[config.mk]
export PLATFORM = sky130hd
export DESIGN_NAME = instr_line_fill
export DESIGN_NICKNAME = d
export VERILOG_FILES = /design/src/rtl/instr_line_fill.sv
export SDC_FILE = /design/constraint.sdc
export NUM_CORES = 1
export LEC_CHECK = 0
export BUFFER_PORTS_ARGS = -buffer_cell sky130_fd_sc_hd__buf_2
export CAP_MARGIN = 20
export CORE_MARGIN = 3
export CORE_UTILIZATION = 45
export CTS_BUF_LIST = sky130_fd_sc_hd__clkbuf_4 sky130_fd_sc_hd__clkbuf_8 sky130_fd_sc_hd__clkbuf_16
export DETAILED_ROUTE_END_ITERATION = 6
export PLACE_DENSITY_LB_ADDON = 0.2
export SLEW_MARGIN = 40
export SYNTH_ARGS = -nofsm -noshare
export SYNTH_HDL_FRONTEND = slang
export SYNTH_SLANG_ARGS = --single-unit
[constraint.sdc]
create_clock -name clk -period 1.8 [get_ports clk]
set_input_delay 0.09 -clock clk [delete_from_list [all_inputs] [get_ports clk]]
set_output_delay 0.09 -clock clk [all_outputs]
set_load 0.005 [all_outputs]
[src/rtl/instr_line_fill.sv]
// Line-fill stage feeding instruction fetch: assembles one 8-word line over a 32-bit valid/ready bus.
// Optional bus-error abort reporting is enabled by defining IFILL_BUS_ERR_EN.
module instr_line_fill #(
    parameter int unsigned XLEN       = 32,
    parameter int unsigned LINE_WORDS = 8
) (
    input  logic                         clk,
    input  logic                         reset,
    input  logic                         fetch_req,
    input  logic [XLEN-1:0]              fetch_addr,
    input  logic                         flush,
    output logic [XLEN*LINE_WORDS-1:0]   line_data,
    output logic                         line_valid,
    output logic [XLEN-$clog2(LINE_WORDS)-3:0] line_tag,
    output logic                         busy,
    output logic                         mem_req_valid,
    output logic [XLEN-1:0]              mem_req_addr,
    input  logic                         mem_req_ready,
    input  logic                         mem_rsp_valid,
    input  logic [XLEN-1:0]              mem_rsp_data,
    input  logic                         mem_rsp_err,
    output logic                         line_error
);

    localparam int unsigned IdxW  = $clog2(LINE_WORDS);
    localparam int unsigned OffW  = IdxW + 2;
    localparam int unsigned TagW  = XLEN - OffW;
    localparam int unsigned LineW = XLEN * LINE_WORDS;

    typedef enum logic [1:0] {StIdle, StIssue, StWaitRsp, StDrain} state_e;

    state_e            state_q, state_d;
    logic [LineW-1:0]  line_q, line_d;
    logic              valid_q, valid_d;
    logic [TagW-1:0]   tag_q, tag_d;
    logic [IdxW-1:0]   idx_q, idx_d;
    logic              abort_q, abort_d;
    logic              hit;
    logic [IdxW-1:0]   slot;

`ifdef IFILL_BUS_ERR_EN
    logic              err_q, err_d;
    logic [OffW-1:0]   unused_off;
    assign unused_off = fetch_addr[OffW-1:0];
`else
    logic [OffW:0]     unused_bits;
    assign unused_bits = {fetch_addr[OffW-1:0], mem_rsp_err};
`endif

    assign hit  = fetch_req & valid_q & (fetch_addr[XLEN-1:OffW] == tag_q);
    // Word 0 of the line sits in the most significant slot.
    assign slot = IdxW'(LINE_WORDS - 1) - idx_q;

    always_comb begin
        state_d = state_q;
        line_d  = line_q;
        valid_d = valid_q;
        tag_d   = tag_q;
        idx_d   = idx_q;
        abort_d = abort_q;
`ifdef IFILL_BUS_ERR_EN
        err_d   = err_q;
`endif
        unique case (state_q)
            StIdle: begin
                if (flush) begin
`ifdef IFILL_BUS_ERR_EN
                    err_d = 1'b0;
`endif
                end else if (fetch_req && !hit) begin
                    tag_d   = fetch_addr[XLEN-1:OffW];
                    valid_d = 1'b0;
                    idx_d   = '0;
                    abort_d = 1'b0;
                    state_d = StIssue;
`ifdef IFILL_BUS_ERR_EN
                    err_d   = 1'b0;
`endif
                end
            end
            StIssue: begin
                // The request cannot be withdrawn, so a flush here only arms the abort.
                if (flush) begin
                    abort_d = 1'b1;
                end
                if (mem_req_ready) begin
                    if (abort_q || flush) begin
                        abort_d = 1'b0;
                        state_d = StDrain;
                    end else begin
                        state_d = StWaitRsp;
                    end
                end
            end
            StWaitRsp: begin
                if (mem_rsp_valid) begin
                    if (flush) begin
                        // Response already consumed this cycle; nothing left to drain.
                        state_d = StIdle;
`ifdef IFILL_BUS_ERR_EN
                    end else if (mem_rsp_err) begin
                        err_d   = 1'b1;
                        state_d = StIdle;
`endif
                    end else begin
                        line_d[32'(slot)*XLEN +: XLEN] = mem_rsp_data;
                        if (idx_q == IdxW'(LINE_WORDS - 1)) begin
                            valid_d = 1'b1;
                            state_d = StIdle;
                        end else begin
                            idx_d   = idx_q + 1'b1;
                            state_d = StIssue;
                        end
                    end
                end else if (flush) begin
                    state_d = StDrain;
                end
            end
            StDrain: begin
                if (mem_rsp_valid) begin
                    state_d = StIdle;
                end
            end
            default: state_d = StIdle;
        endcase
    end

    always_ff @(posedge clk) begin
        if (reset) begin
            state_q <= StIdle;
            line_q  <= '0;
            valid_q <= 1'b0;
            tag_q   <= '0;
            idx_q   <= '0;
            abort_q <= 1'b0;
`ifdef IFILL_BUS_ERR_EN
            err_q   <= 1'b0;
`endif
        end else begin
            state_q <= state_d;
            line_q  <= line_d;
            valid_q <= valid_d;
            tag_q   <= tag_d;
            idx_q   <= idx_d;
            abort_q <= abort_d;
`ifdef IFILL_BUS_ERR_EN
            err_q   <= err_d;
`endif
        end
    end

    assign line_data     = line_q;
    assign line_valid    = valid_q;
    assign line_tag      = tag_q;
    assign busy          = (state_q != StIdle);
    assign mem_req_valid = (state_q == StIssue);
    assign mem_req_addr  = {tag_q, idx_q, 2'b00};
`ifdef IFILL_BUS_ERR_EN
    assign line_error    = err_q;
`else
    assign line_error    = 1'b0;
`endif

endmodule

# Yosys cells after proc, flatten, opt, wreduce, memory -nomap -nowiden

Cells that the tools add are included.
Widths: inputs -> output; s select.

Register bits after elaboration: 290
Logic and storage cells: 68
Output and inout port bits: 319
Bits of input ports: 71

Eq/ne operators: 14
Reductions and logical operators: 13
Add/sub/neg operators: 3
Shift-type cells: 2
Bitwise gates (word level): 3
Multiplexer cells: 27

Operator list:

| cell                      | count |
|---|---|
| $bwmux 256                | 1 |
| $shift 32x34->256 const A | 1 |
| $shiftx 32x34->256        | 1 |
| $neg 8->34                | 1 |
| $eq 27x27->1              | 1 |
| $mux 3                    | 5 |
| $ne 2x2->1 const B        | 7 |
| $mux 2                    | 6 |
| $reduce_and 6->1          | 2 |
| $mux 1                    | 11 |
| $reduce_and 3->1          | 3 |
| $pmux 2 s4                | 1 |
| $pmux 3 s2                | 1 |
| $reduce_bool 2->1         | 3 |
| $reduce_and 5->1          | 1 |
| $eq 2x2->1 const B        | 2 |
| $pmux 1 s2                | 2 |
| $add 3x1->3 const B       | 1 |
| $eq 3x3->1 const B        | 1 |
| $ne 3x3->1 const B        | 1 |
| $sub 3x3->3 const A       | 1 |
| $and 1x1->1               | 2 |
| $eq 2x1->1 const B        | 1 |
| $logic_not 2->1           | 1 |
| other kinds (5)           | 5 |

# Logic depth before layout (Yosys ltp)

Gate-level depths: netlist (run 1).

Word-level depth: 7
Gate-level depth with buffers: 9
Depth with buffers taken out: 7

# Worst setup path before layout (run 1)

OpenSTA, ideal clock, no wires.

Path kind: reg2reg
Start point: register idx_q[0]
End point: register line_q[227], in the netlist line_data[227]
Buffers on the path: 2
Period minus slack after synthesis: 2.031 ns
Required time: 1.730 ns
Arrival: 1.961 ns
Library setup time: 0.070 ns
Stages on the path, launching flop included: 8
Slack: -0.231 ns
Path through: dfxtp_1 > ha_1 > ha_1 > clkbuf_1 > nand3b_1 > clkbuf_1 > nand2_1 > a21oi_1

Cells in the longest elaborated chain, start to end: 4
Elaborated cells between the ends (all ways): 5
Those cells by class: 2 x add/sub; 2 x shift; 1 x mux

Ends and longest elaborated chain:

| element                                                        | line | text |
|---|---|---|
| from (decl)                                                    | 36   | `logic [IdxW-1:0] idx_q, idx_d;` |
| from (signal assigned)                                         | 144  | `idx_q <= idx_d;` |
| $sub 3x3->3 (*)                                                | 52   | `assign slot = IdxW'(LINE_WORDS - 1) - idx_q;` |
| $neg 8->34 (*)                                                 | 106  | `line_d[32'(slot)*XLEN +: XLEN] = mem_rsp_data;` |
| $shiftx 32x34->256 / $shift 32x34->256 (equally long branches) | 106  |  |
| $bwmux 256 (*)                                                 | 106  |  |
| to (signal assigned)                                           | 141  | `line_q <= line_d;` |
| to (decl)                                                      | 33   | `logic [LineW-1:0] line_q, line_d;` |

Every way passes the cells marked *; elsewhere a longest branch is shown, timed or not.
A chain may end at the register's enable or synchronous reset.

# Final worst setup path (run 1)

Start point: register idx_q[0]
End point: register line_q[239], in the netlist line_data[239]

The elaborated chain is that of the path after synthesis.

==> qor.yml, run 1 <==
via_per_inst: 5.28
final_common_cell: "nand2_1"
drv_cap: 0
initial_core_util: 0.463
grt_pass1_vias: 10400
io_buffers: 380
die_h_um: 165
vias: 11300
p_leak_nw: 6.69
power.density_nw_per_um2: 863
p_comb_frac: 0.074
grt-ovfl-total: 0
rsz0062_at_grt: "true"
finalClockSkew_ns: 0.0215
r2r_cells: 9
worstSetupPathType: "reg -> reg"
ios: 390
postPlaceCellArea_um2: 13400
worst-path-max-fanout: 8
clkLatencyLatePin_ns: 0.56
ant_nets: 0
clockBufferDepth: 3
crit_path_start_kind: "register"
ys_types: 48
drc: 0
antenna_found_initial: 0
final_cell_mix: "nand2_1, buf_2, dfxtp_1"
yosysSeqAreaShare: 0.509
slew_viol_final: 0
clock_sinks: 290
grt_use_total: 0.271
fillCellCount: 2087
switching_power_mw: 3.15
yosysTopAreaCellShare: 0.509
syn_inst: 1409
ys_warn_count: 0
switching_share: 0.231
violations: "negative setup slack"
netlist_area_um2: 11400
cts-buffers-inserted: 30
final_util: 0.644
die-width_um: 165
drtPass1Iterations: 7
ir_drop_mv: 0.676
avgSynthCellArea_um2: 8.09
yosys_register_bits: 290
wl_per_cell_um: 19.4
worst_pin_slew_ns: 0.700
root_buffer: "clkbuf_16"
period_share: 1.05
drt_iter0_drc: 922
fin_ws_ns: -0.0870
p_clk_frac: 0.449
cts_tree: "yes"
synth_area_leaders: "dfxtp_1, nand2_1, a21oi_1"
totalWireLength_um: 41600
hold_class: "in -> reg"
max_freq_mhz: 530
nets: 1877
finalSetupViolCount: 81
grt_max_degree: 147
pwr-share-seq: 0.477
row_count: 57
period_minus_slack_ns: 1.89
post_layout_nonfiller_instances: 2145
core_region_area_um2: 24600
hpwl_um: 25500
relSlewSlack: 0.533
dp_cells: 2005
grt_pass1_wl_um: 58400
area_growth_pct: 39.0
fin_area_um2: 15800
dieArea_um2: 27300
htree_levels: 1
outcome: "complete, but fails checks"
arrival_ns: 2.37
crit_required_ns: 2.28
finalHoldViolCount: 0
diodes: 0
drive_above_1_share: 0.337
hold_path_depth: 4
end_kind: "register"
gp_congestion: 0.810
internal_power_mw: 10.5
synth_area_leader_cell: "dfxtp_1"
clk_pin_slew_ns: 0.06
-- cells in the mapped netlist, drive strengths merged --
cell type    n
nand2      472
dfxtp      290
a21oi      259
buf        119
nand3      104
clkbuf      49
mux2i       27
xnor2       23
nand4        7
nor2         7
and3         6
xor2         4
a31oi        3
inv          3
nand3b       3
nor4         3
o21ai        3
a211oi       2
a311oi       2
and2         2
ha           2
nor2b        2
nor3         2
nor3b        2
a21o         1
a2bb2oi      1
a32o         1
a32oi        1
and2b        1
and3b        1
and4         1
and4bb       1
conb         1
nand2b       1
nor4b        1
o211ai       1
or3b         1
-- power groups by stage --
stage	sequential (mW)	combinational, mW	clock, mW
after floorplan	6.66	0.521	0
after global placement	6.66	0.822	0
after detailed placement	6.66	0.829	0
after CTS	6.52	0.949	6.22
after global routing	6.53	1.07	6.48
final	6.52	1.01	6.14
-- final timing paths --
path,from,end,slack [ns]
max,idx_q[0],line_data[239],-0.09
min,reset,idx_q[1],0.02
max reg2reg,idx_q[0],line_data[239],-0.09
min reg2reg,line_data[219],line_data[219],0.45
-- registers in the layout (all words and copies together), names as in the netlist --
signal	count
line_data	256
line_tag	27
idx_q	3
state_q	2
abort_q	1
line_valid	1
-- per-stage QoR --
stage               hold WS [ns]  setup TNS (ns)  total power [mW]  setup slack (ns)
floorplan                  0.232          -0.121              7.18           -0.0464
detailed placement         0.361           -8.87              7.49            -0.172
CTS                       -0.119         -0.0432              13.7           -0.0165
global placement           0.348           -5.82              7.48            -0.141
finish                    0.0204           -2.16              13.7           -0.0870
global route              0.0452          -10.26              14.1            -0.141
-- critical path, cell delays in order (launching register included) --
cell and delay, ns:
dfxtp_4 0.35, ha_4 0.16, ha_4 0.18, buf_6 0.12
nor2_4 0.13, buf_6 0.12, and3b_2 0.31, clkbuf_16 0.22
nand3_2 0.09, a21oi_2 0.15
-- repair_timing --
item | in CTS | in global routing
pin swaps | 6 | 80
resized for setup | 15 | 105
hold buffers | 61 | 1
buffers inserted | 10 | 4
endpoints found under the hold margin | 285 | 8
endpoints found under the setup margin | 142 | 250
cloned | 3 | 14
-- cell type report --
cell class | instances | area [um^2] | share of cell area
clock buffers | 44 | 918 | 0.0580
clock inverters | 5 | 61.3 | 0.00387
inverters | 3 | 11.3 | 0.000711
multi-input cells | 950 | 4970 | 0.314
flip-flops and latches | 290 | 5820 | 0.367
well taps | 324 | 405 | 0.0256
repair buffers | 529 | 3660 | 0.231
-- routing by layer --
layer,vias up,wire length [um],global-route usage
met1,5392,17000,0.345
met4,0,1180,0.0881
met2,496,19800,0.460
li1,5359,-,-
met3,83,3570,0.0564
met5,-,0,0
-- cells by family after synthesis --
logic type / after synthesis / synth area share
flops: 290 / 0.509
fa+ha+maj: 2 / 0.00220
buf+inv: 171 / 0.0912
mux: 27 / 0.0237
compound gates: 274 / 0.124
xor+xnor: 27 / 0.0207
simple gates: 617 / 0.229
other cells: 1 / 0.000329
(Power assumes the default switching activity.)
==> run 2, diff against run 1 <==
--- a/config.mk
+++ b/config.mk
@@ -11,7 +11,7 @@
 export CORE_UTILIZATION = 45
 export CTS_BUF_LIST = sky130_fd_sc_hd__clkbuf_4 sky130_fd_sc_hd__clkbuf_8 sky130_fd_sc_hd__clkbuf_16
 export DETAILED_ROUTE_END_ITERATION = 6
-export PLACE_DENSITY_LB_ADDON = 0.2
+export PLACE_DENSITY = 0.76
 export SLEW_MARGIN = 40
 export SYNTH_ARGS = -nofsm -noshare
 export SYNTH_HDL_FRONTEND = slang
==> qor.yml, run 2 (synthesized netlist as in run 1, its figures left out) <==
initial_core_util: 0.463
nets: 1884
drv_cap: 0
grt_use_total: 0.290
final_util: 0.674
worst-path-max-fanout: 8
outcome: "complete, but fails checks"
max_freq_mhz: 528
largest_reg_flops: 256
finalHoldViolCount: 0
row_count: 57
totalWireLength_um: 47000
hpwl_um: 27200
drtPass1Iterations: 5
rsz0062_at_grt: "true"
crit_chain: "ha_4 > ha_4 > buf_6 > nor2_4 > buf_6 > and3_4 > buf_16 > nand3_1 > a21oi_1"
area_growth_pct: 45.6
wl_per_cell_um: 21.8
cts_tree: "yes"
drt_iter0_drc: 1291
finalSetupViolCount: 63
grt-ovfl-total: 0
gp_congestion: 0.818
power.density_nw_per_um2: 846
r2r_slack_ns: -0.1
ant_nets: 0
clk_pin_slew_ns: 0.06
core_region_area_um2: 24600
vias: 12000
final_common_cell: "nand2_1"
cts-buffers-inserted: 30
p_leak_nw: 6.80
io_buffers: 380
diodes: 0
grt_max_degree: 100
drc: 0
via_per_inst: 5.56
hold_class: "in -> reg"
root_buffer: "clkbuf_16"
final_cell_mix: "nand2_1, buf_2, dfxtp_1"
arrival_ns: 2.39
ios: 390
htree_levels: 1
drive_above_1_share: 0.403
clockBufferDepth: 3
grt_pass1_vias: 10800
end_kind: "register"
grt_pass1_wl_um: 61100
violations: "negative setup slack"
clkLatencyLatePin_ns: 0.57
finalClockSkew_ns: 0.0209
period_share: 1.05
fin_ws_ns: -0.0954
die_h_um: 165
p_total_mw: 14.0
max_stage_delay_ns: 0.33
die-width_um: 165
clock_sinks: 290
antenna_found_initial: 1
crit_required_ns: 2.29
period_minus_slack_ns: 1.90
worstSetupPathType: "reg -> reg"
crit_slowest_cell: "dfxtp_2"
crit_path_start_kind: "register"
dieArea_um2: 27300
ir_drop_mv: 0.643
slew_viol_final: 0
-- run 2: changes by cell type in the layout (fill, tap and decap cells not counted), moves of 4 or more --
cell,before,now
a21oi_1,226,183
a21oi_2,32,75
nand3_1,86,54
nand3_2,17,42
nand2_1,462,439
nand2_2,2,16
dfxtp_1,279,268
dfxtp_2,10,21
nand2_4,8,17
buf_6,16,9
nand3_4,1,8
clkbuf_8,11,6
buf_12,17,21
buf_4,41,45
-- run 2: report_power, final --
group          switching, mW  internal (mW)
Clock                   2.63           3.69
Sequential            0.0471           6.47
Combinational          0.721          0.481
-- run 2: critical path: cells and delay by family (launching register included) --
kind	cells	cell delay [ns]
AO/OA/AOI/OAI	1	0.23
flip-flops	1	0.33
AND/OR/NAND/NOR	3	0.51
buffers and inverters	3	0.41
adder cells (fa/ha/maj)	2	0.33
-- run 2: repair_timing --
| item | in CTS | in global routing |
|---|---|---|
| hold endpoints to repair | 285 | 0 |
| setup endpoints to repair | 136 | 165 |
| cloned | 4 | 16 |
| hold buffers | 63 | 0 |
| pin swaps | 4 | 95 |
| buffers inserted | 5 | 7 |
| resized for setup | 28 | 216 |
-- run 2: routing by layer --
layer	global-route usage	wire length (um)	vias to the layer above
li1	-	-	5398
met3	0.0821	5290	166
met2	0.501	22900	734
met4	0.135	2510	2
met5	0	11	-
met1	0.330	16300	5678
-- run 2: area by class of cell --
type / instances / area (um^2)
clock inverter: 9 / 126
tap: 324 / 405
clock buffer: 43 / 880
inverter: 3 / 11.3
multi-input combinational: 950 / 5480
timing repair buffer: 536 / 3850
sequential: 290 / 5840
fill: 1813 / 8010
-- run 2: worst paths after layout --
path / from / end / cells past startpoint
worst max-delay path: idx_q[0] / line_data[37] / 9
worst min-delay path: mem_rsp_valid / state_q[0] / 5
worst max register to register: idx_q[0] / line_data[37] / 9
worst min register to register: line_data[186] / line_data[186] / 2
-- run 2: through the flow --
step | worst slack, ns | instances | hold slack [ns] | instance area, um^2 | TNS, ns
after floorplan | -0.0464 | 1411 | 0.232 | 11400 | -0.121
after global placement | -0.0345 | 2009 | 0.347 | 13500 | -0.472
after detailed placement | -0.132 | 2009 | 0.348 | 13500 | -5.28
after CTS | 0.000122 | 2133 | 0.0679 | 15300 | 0
after global routing | -0.151 | 2155 | 0.123 | 16600 | -9.08
final | -0.0954 | 2155 | 0.0909 | 16600 | -1.52
==> run 3, diff against run 2 <==
--- a/config.mk
+++ b/config.mk
@@ -7,12 +7,12 @@
 export LEC_CHECK = 0
 export BUFFER_PORTS_ARGS = -buffer_cell sky130_fd_sc_hd__buf_2
 export CAP_MARGIN = 20
-export CORE_MARGIN = 3
+export CORE_MARGIN = 2
 export CORE_UTILIZATION = 45
 export CTS_BUF_LIST = sky130_fd_sc_hd__clkbuf_4 sky130_fd_sc_hd__clkbuf_8 sky130_fd_sc_hd__clkbuf_16
 export DETAILED_ROUTE_END_ITERATION = 6
 export PLACE_DENSITY = 0.76
-export SLEW_MARGIN = 40
+export SLEW_MARGIN = 20
 export SYNTH_ARGS = -nofsm -noshare
 export SYNTH_HDL_FRONTEND = slang
 export SYNTH_SLANG_ARGS = --single-unit
==> qor.yml, run 3 (synthesized netlist as in run 1, its figures left out) <==
outcome: "complete, but fails checks"
violations: "negative setup slack"
crit_family: "compound AO/OA/AOI/OAI gates"
cp.buffers_inverters: 1
ant_nets: 0
hpwl_um: 26600
crit_start: "line_tag[11]"
cts-buffers-inserted: 31
end_kind: "register"
worst_pin_slew_ns: 0.543
die_h_um: 163
finalSetupViolCount: 39
finalHoldViolCount: 0
antenna_found_initial: 0
switching_share: 0.235
largest_reg_flops: 256
slew_viol_final: 0
worst-path-max-fanout: 7
drtPass1Iterations: 5
drv_cap: 0
r2r_slack_ns: -0.09
row_count: 58
ios: 390
crit_required_ns: 2.26
grt_pass1_wl_um: 59100
hold_path_depth: 5
clockBufferDepth: 3
finalClockSkew_ns: 0.0139
final_util: 0.631
p_comb_frac: 0.076
vias: 11600
via_per_inst: 5.39
reg2reg_from: "line_tag[11]"
wl_per_cell_um: 19.7
crit_slowest_cell: "a311oi_4"
hold_class: "in -> reg"
grt-ovfl-total: 0
max_freq_mhz: 529
io_buffers: 380
min_to: "state_q[0]"
grt_max_degree: 115
nets: 1861
ir_drop_mv: 0.694
drc: 0
final_cell_mix: "nand2_1, buf_2, dfxtp_1"
r2r_cells: 6
cts_tree: "yes"
dieArea_um2: 26600
diodes: 0
clock_sinks: 290
relSlewSlack: 0.638
final_common_cell: "nand2_1"
fin_ws_ns: -0.0886
hold_path.startpoint: "mem_rsp_valid"
gp_congestion: 0.847
area_growth_pct: 38.5
totalWireLength_um: 42300
power.density_nw_per_um2: 921
crit_path_start_kind: "register"
pwr-share-seq: 0.448
worst_r2r_endpoint: "line_tag[0]"
clkLatencyLatePin_ns: 0.56
internal_power_mw: 11.1
rsz0062_at_grt: "true"
p_leak_nw: 6.59
grt_use_total: 0.287
worstSetupPathType: "reg -> reg"
post-place-ws_ns: -0.165
p_clk_frac: 0.476
initial_core_util: 0.455
htree_levels: 1
period_minus_slack_ns: 1.89
grt_pass1_vias: 10300
fin_setup_tns_ns: -0.751
root_buffer: "clkbuf_16"
clk_pin_slew_ns: 0.06
drt_iter0_drc: 1124
arrival_ns: 2.35
core_region_area_um2: 25000
drive_above_1_share: 0.330
die-width_um: 163
switching_power_mw: 3.42
p_total_mw: 14.5
crit_chain: "xnor2_1 > nand4_1 > nor4_4 > a311oi_4 > clkbuf_16 > mux2i_1"
period_share: 1.05
max_stage_delay_ns: 0.52
run 3: changes by cell type in the layout (fill, tap and decap cells not counted), sizes merged:
cell / previous run / this run
buf: 459 / 441
bufbuf: 0 / 1
bufinv: 2 / 6
clkbuf: 57 / 43
clkinv: 6 / 10
clkinvlp: 0 / 3
inv: 4 / 5
nor2: 7 / 8
run 3: what timing repair did:
action / 4_1_cts / 5_1_grt
hold endpoints to repair: 284 / 8
setup buffers: 3 / 2
endpoints found under the setup margin: 192 / 202
hold buffers: 62 / 1
cloned: 4 / 8
pin swaps: 4 / 40
resized for setup: 19 / 84
run 3: worst reg2reg max path, stage by stage, from the launching register on:
cell       delay (ns)
dfxtp_1          0.40
xnor2_1          0.10
nand4_1          0.19
nor4_4           0.09
a311oi_4         0.52
clkbuf_16        0.27
mux2i_1          0.24
run 3: area by class of cell:
cell class                 count  area (um^2)
multi-input combinational    951         4970
inverter                       3         11.3
sequential                   290         5820
timing repair buffer         511         3450
tap                          330          413
clock inverter                21          274
clock buffer                  37          846
fill                        2101         9250
run 3: how the worst max path moves through the flow:
stage	depth (start not counted)	slack, ns	endpoint
after floorplan	7	-0.05	idx_q[1]
after global placement	9	-0.07	line_data[174]
after detailed placement	9	-0.16	line_data[168]
after CTS	9	-0.02	line_data[253]
after global routing	6	-0.15	line_tag[0]
final	6	-0.09	line_tag[0]
run 3: power by group through the flow:
stage	clock [mW]	sequential [mW]	combinational, mW
6_report	6.92	6.52	1.10
4_1_cts	6.96	6.52	0.991
3_5_place_dp	0	6.66	0.865
3_3_place_gp	0	6.65	0.853
2_1_floorplan	0	6.66	0.521
5_1_grt	7.26	6.52	1.15
run 3: metrics by stage:
stage	instances	area, um^2	hold WS [ns]
6_report	2143	15800	0.0992
4_1_cts	2132	15200	-0.0934
5_1_grt	2143	15800	0.110
2_1_floorplan	1411	11400	0.232
3_3_place_gp	2005	13400	0.341
3_5_place_dp	2005	13400	0.351
run 3: routing by layer:
| metal | part of all wire | GRT usage | wire length (um) | up-vias |
|---|---|---|---|---|
| met4 | 0.044 | 0.131 | 1860 | 0 |
| met5 | 0 | 0 | 0 | - |
| met1 | 0.37 | 0.347 | 15600 | 5437 |
| met3 | 0.098 | 0.0673 | 4160 | 116 |
| li1 | - | - | - | 5348 |
| met2 | 0.49 | 0.485 | 20600 | 654 |
